File: config.mk
export PLATFORM = sky130hd
export DESIGN_NAME = seven_segment_capture
export DESIGN_NICKNAME = d
export VERILOG_FILES = /design/src/rtl/seven_segment_capture.sv
export SDC_FILE = /design/constraint.sdc
export NUM_CORES = 1
export LEC_CHECK = 0
export BUFFER_PORTS_ARGS = -buffer_cell sky130_fd_sc_hd__buf_2
export CAP_MARGIN = 0
export CORE_MARGIN = 5
export CORE_UTILIZATION = 45
export DETAILED_ROUTE_END_ITERATION = 8
export PLACE_DENSITY_LB_ADDON = 0.2
export SYNTH_ARGS = -nofsm -noshare
export SYNTH_HDL_FRONTEND = slang
export SYNTH_SLANG_ARGS = --single-unit
File: constraint.sdc
create_clock -name i_Clk -period 2.1 [get_ports i_Clk]
set_input_delay 0.21 -clock i_Clk [delete_from_list [all_inputs] [get_ports i_Clk]]
set_output_delay 0.21 -clock i_Clk [all_outputs]
set_load 0.05 [all_outputs]
File: src/rtl/seven_segment_capture.sv
// Decodes scanned 7-segment drive lines back into per-digit hex values.
// Define SEG_CAPTURE_SYNC_EN to put 2-flop synchronizers on all inputs.
module seven_segment_capture #(
    parameter int NUM_DIGITS    = 2,
    parameter int STABLE_CYCLES = 4
) (
    input  logic                    i_Clk,
    input  logic                    i_Reset,
    input  logic [NUM_DIGITS-1:0]   i_Digit_En,
    input  logic                    i_Segment_A,
    input  logic                    i_Segment_B,
    input  logic                    i_Segment_C,
    input  logic                    i_Segment_D,
    input  logic                    i_Segment_E,
    input  logic                    i_Segment_F,
    input  logic                    i_Segment_G,
    input  logic                    i_Err_Clr,
    output logic [4*NUM_DIGITS-1:0] o_Binary_Num,
    output logic [NUM_DIGITS-1:0]   o_Digit_Valid,
    output logic                    o_Update,
    output logic                    o_Error
);

    localparam int SW = NUM_DIGITS + 7;
    localparam int CW = $clog2(STABLE_CYCLES + 1);

    typedef enum logic [1:0] {
        S_IDLE,
        S_SETTLE,
        S_HELD
    } state_t;

    logic [SW-1:0] raw;
    logic [SW-1:0] in_s;
    logic [SW-1:0] samp;

    assign raw = {i_Digit_En, i_Segment_A, i_Segment_B, i_Segment_C,
                  i_Segment_D, i_Segment_E, i_Segment_F, i_Segment_G};

`ifdef SEG_CAPTURE_SYNC_EN
    logic [SW-1:0] sync1;
    logic [SW-1:0] sync2;

    always_ff @(posedge i_Clk or posedge i_Reset) begin
        if (i_Reset) begin
            sync1 <= '0;
            sync2 <= '0;
        end else begin
            sync1 <= raw;
            sync2 <= sync1;
        end
    end

    assign in_s = sync2;
`else
    assign in_s = raw;
`endif

    state_t  state;
    logic [CW-1:0] cnt;

    logic [NUM_DIGITS-1:0]   samp_en;
    logic [6:0]              samp_pat;
    logic                    changed;
    logic                    en_zero;
    logic                    capture;
    logic [CW-1:0]           cnt_inc;
    logic [4:0]              dec;
    logic [4*NUM_DIGITS-1:0] nxt_num;
    logic [NUM_DIGITS-1:0]   nxt_valid;
    logic                    cap_err;

    function automatic logic [4:0] decode(input logic [6:0] p);
        logic [4:0] r;
        case (p)
            7'h7E:   r = 5'h10;
            7'h30:   r = 5'h11;
            7'h6D:   r = 5'h12;
            7'h79:   r = 5'h13;
            7'h33:   r = 5'h14;
            7'h5B:   r = 5'h15;
            7'h5F:   r = 5'h16;
            7'h70:   r = 5'h17;
            7'h7F:   r = 5'h18;
            7'h7B:   r = 5'h19;
            7'h77:   r = 5'h1A;
            7'h1F:   r = 5'h1B;
            7'h4E:   r = 5'h1C;
            7'h3D:   r = 5'h1D;
            7'h4F:   r = 5'h1E;
            7'h47:   r = 5'h1F;
            default: r = 5'h00;
        endcase
        return r;
    endfunction

    assign samp_en  = samp[SW-1:7];
    assign samp_pat = samp[6:0];
    assign changed  = (in_s != samp);
    assign en_zero  = (in_s[SW-1:7] == '0);
    assign capture  = (state == S_SETTLE) &&
                      (cnt == CW'(STABLE_CYCLES - 1));
    assign cnt_inc  = (cnt == CW'(STABLE_CYCLES)) ? cnt : cnt + 1'b1;
    assign dec      = decode(samp_pat);

    // The sample reg holds the pattern that stayed stable, so capture uses it.
    always_comb begin
        nxt_num   = o_Binary_Num;
        nxt_valid = o_Digit_Valid;
        cap_err   = 1'b0;
        if (!$onehot(samp_en)) begin
            cap_err = 1'b1;
        end else begin
            for (int k = 0; k < NUM_DIGITS; k++) begin
                if (samp_en[k]) begin
                    if (dec[4]) begin
                        nxt_num[4*k +: 4] = dec[3:0];
                        nxt_valid[k]      = 1'b1;
                    end else begin
                        nxt_valid[k] = 1'b0;
                        cap_err      = (samp_pat != 7'h00);
                    end
                end
            end
        end
    end

    always_ff @(posedge i_Clk or posedge i_Reset) begin
        if (i_Reset) begin
            state         <= S_IDLE;
            cnt           <= '0;
            samp          <= '0;
            o_Binary_Num  <= '0;
            o_Digit_Valid <= '0;
            o_Update      <= 1'b0;
            o_Error       <= 1'b0;
        end else begin
            samp     <= in_s;
            o_Update <= 1'b0;
            if (capture) begin
                o_Binary_Num  <= nxt_num;
                o_Digit_Valid <= nxt_valid;
                o_Update      <= (nxt_num != o_Binary_Num) ||
                                 (nxt_valid != o_Digit_Valid);
            end
            if (capture && cap_err)
                o_Error <= 1'b1;
            else if (i_Err_Clr)
                o_Error <= 1'b0;

            case (state)
                S_IDLE: begin
                    cnt <= '0;
                    if (!en_zero)
                        state <= S_SETTLE;
                end
                S_SETTLE: begin
                    if (en_zero) begin
                        state <= S_IDLE;
                        cnt   <= '0;
                    end else if (changed) begin
                        cnt <= '0;
                    end else begin
                        cnt <= cnt_inc;
                        if (capture)
                            state <= S_HELD;
                    end
                end
                S_HELD: begin
                    if (en_zero) begin
                        state <= S_IDLE;
                        cnt   <= '0;
                    end else if (changed) begin
                        state <= S_SETTLE;
                        cnt   <= '0;
                    end else begin
                        cnt <= cnt_inc;
                    end
                end
                default: begin
                    state <= S_IDLE;
                    cnt   <= '0;
                end
            endcase
        end
    end

endmodule

==> impl_metrics.toml <==
[power_and_ir_drop]
power.switching_w = 0.0003379
p_sw_share_pct = 29.69
ir_worst_vdd_uv = 487.3
clockPowerShare_pct = 24.7
leakagePower_nw = 0.9599
seqPwrFrac_pct = 48.8
powerDensity_nw_per_um2 = 546.0
combPwrFrac_pct = 26.4
p_int_w = 0.0008002

[job]
drv_cap = 0

[place]
hpwl_mm = 2.767
port_buffers = 23
placed_area_um2 = 1929
gp_congestion = 0.8844

[route]
dr.pass1.iters = 4
detailedRoute.firstIterationViolations = 95
postRouteAntennaNets = 0
wire_per_inst_um = 14.36
wl_mm = 3.734
vias = 1422
via_per_inst = 5.469
route.detailed.drc = 0

[logic_synthesis]
netlist_instances = 169
synth_flop_cell = "dfrtp_1"
synthXorXnorAreaFrac_pct = 8.556
synthesis.nets = 188
synth_top_family_by_area = "simple AND/OR/NAND/NOR gates"
synth_seq_cells = 26
async_flop_share_pct = 100.0
synth_edf_count = 0
yosys_warnings = 0
syn_area_per_cell_um2 = 9.691
synth_area_um2 = 1638
synth.distinct_cells = 49
yosys.area_share.simple_pct = 22.69
synth_adder_area_share_pct = 5.348
synth_compound_area_share_pct = 15.58
synth.most_common_cell = "dfrtp_1"
muxShareOfSynthArea_pct = 2.674
ys_seq_area_share_pct = 39.72
synthTopCellsByArea = "dfrtp_1, xor2_1, ha_1"
synth_top_area_share_pct = 39.72
yosys.area.top_type = "dfrtp_1"
synth.top_cells.by_count = "dfrtp_1, xor2_1, inv_1, nand2_1, o21ai_0"

[critical_path]
end_kind = "register"
reg2reg_from = "samp[2]"
crit_type = "register to register"
crit_arrival_ps = 2220
cp-start-kind = "register"
crit_fanout = 13
r2r-end = "o_Update"
r2r_cells = 7
cp-startpoint = "samp[2]"
required_ps = 2240
reg2reg_slack_ps = 20

[global_route]
grtUsageTotal_pct = 15.68
grt_pass1_wl_mm = 6.465
grt_pass1_vias = 1465
grt_overflow = 0
grt_max_degree = 27
antenna_found_initial = 0

[sta]
period_needed_ps = 2082
rsz0062_at_grt = "true"
finalClockSkew_ps = 2.527
worstMarginPinSlew_ps = 425.0
setup_viol = 0
setup_tns_ps = 0
relSlewSlack_pct = 71.49
fmax_mhz = 480.2
holdWs_ps = 63.08
hold_viol = 0
fin_crit_sh_pct = 99.16
slew_violations = 0

[layout]
multi_input_area_um2 = 945.9
postLayoutCellArea_um2 = 2085
fillers = 331
finish.utilization_pct = 57.81
nets = 233
drive_above_1_share_pct = 34.91
regArea_um2 = 656.9
syn2layout_area_growth_pct = 27.27
n_antenna_cell = 0

[clock_network]
cts_max_level = 1
cts-root-buf = "clkbuf_8"
cts.clk_slew.worst_paths_ps = 90
cts_tree = "built"
cts_made_buffers = 3
cts.sink_count = 26
clk_path_buf_depth = 2
clk_latency_ps = 270

[worst_hold_path]
holdPathEnd = "samp[1]"
hold_start = "i_Segment_F"
hold_class = "input pin to register"
hold_depth = 1

[floorplan]
die_width_um = 70.33
rows = 22
start_util_pct = 45.42
core_um2 = 3606
dieArea_um2 = 4946
die_y_um = 70.33
io_pins = 24

[run_status]
status = "finished clean"
==> power by group through the flow <==
stage | Clock (W) | Combinational [W] | Sequential (W)
floorplan | 0 | 0.000171 | 0.000554
global placement | 0 | 0.000228 | 0.000566
detailed placement | 0 | 0.000242 | 0.000568
CTS | 0.000290 | 0.000257 | 0.000558
global route | 0.000316 | 0.000332 | 0.000560
finish | 0.000281 | 0.000301 | 0.000556
==> cells in the final DEF, fill, tap and decap left out, types with 2 or more instances in the layout <==
cell type and instances:
a211oi_2 2, a21o_1 2, a21oi_1 4, and3_1 2
and3b_1 2, buf_12 3, buf_2 23, buf_4 21
clkbuf_8 3, dfrtp_1 21, dfrtp_2 5, ha_1 7
inv_1 10, mux2_2 3, nand2_1 10, nand3_1 7
nand3b_1 4, nand4_1 4, nor2_1 6, nor3_1 5
nor3b_1 2, nor4_1 3, nor4_2 2, o211ai_1 3
o21ai_0 8, o21ai_1 2, o21ai_2 2, o22ai_1 3
o31ai_1 2, xnor2_1 5, xor2_1 11
==> worst max path at each step <==
| stage | end | slack (ps) | depth (start not counted) |
|---|---|---|---|
| 2_1_floorplan | state[0] | 50 | 7 |
| 3_3_place_gp | o_Update | 30 | 6 |
| 3_5_place_dp | state[0] | -40 | 6 |
| 4_1_cts | o_Update | 10 | 6 |
| 5_1_grt | state[0] | -80 | 6 |
| 6_report | o_Update | 20 | 7 |
==> timing repair <==
action                                  in CTS  in global routing
hold buffers                                 1                  0
gates resized for setup                      5                  9
endpoints found under the setup margin       2                  5
buffers inserted                             2                  3
hold endpoints to repair                    26                  0
pin swaps                                    1                  8
==> flip-flops by register name, summed over array words and instances (netlist names) <==
register	count
samp	9
cnt	3
o_Binary_Num	8
state	2
o_Digit_Valid	2
o_Error	1
o_Update	1
==> logic make-up (layout without fill, tap and decap cells) <==
group	after synthesis	after routing
AO/OA/AOI/OAI	37	37
XOR/XNOR	16	16
adder cells (fa/ha/maj)	7	7
buffers and inverters	18	61
flip-flops	26	26
multiplexers	4	4
AND/OR/NAND/NOR	61	61
==> stage by stage <==
step	total power [W]	cells	setup slack, ps
floorplan	0.0007246	169	52.08
global placement	0.0007937	251	30.48
detailed placement	0.0008100	251	-38.93
CTS	0.001105	257	11.44
global route	0.001208	260	-80.94
finish	0.001138	260	17.57
==> critical path, cell delays in order, from the launching register on <==
cell and delay, ps:
dfrtp_2 440, buf_12 150, or4_4 430, or2_4 250
a21boi_2 140, o21ai_1 80, a311oi_1 310, o221ai_1 160
==> area by class of cell <==
type	instances	area share, %
Inverter	10	1.801
Timing Repair Buffer	48	16.45
Clock buffer	3	1.981
Multi-Input combinational cell	125	45.38
Tap cell	48	2.881
Sequential cell	26	31.51
==> routing by layer <==
layer  track usage, %  up-vias  part of all wire, %
met5                0        -                    0
met4            6.170        0                  1.5
met3            2.446        6                  3.1
li1                 -      706                    -
met2            26.61       31                   52
met1            19.75      679                   44
(Power assumes the default switching activity.)
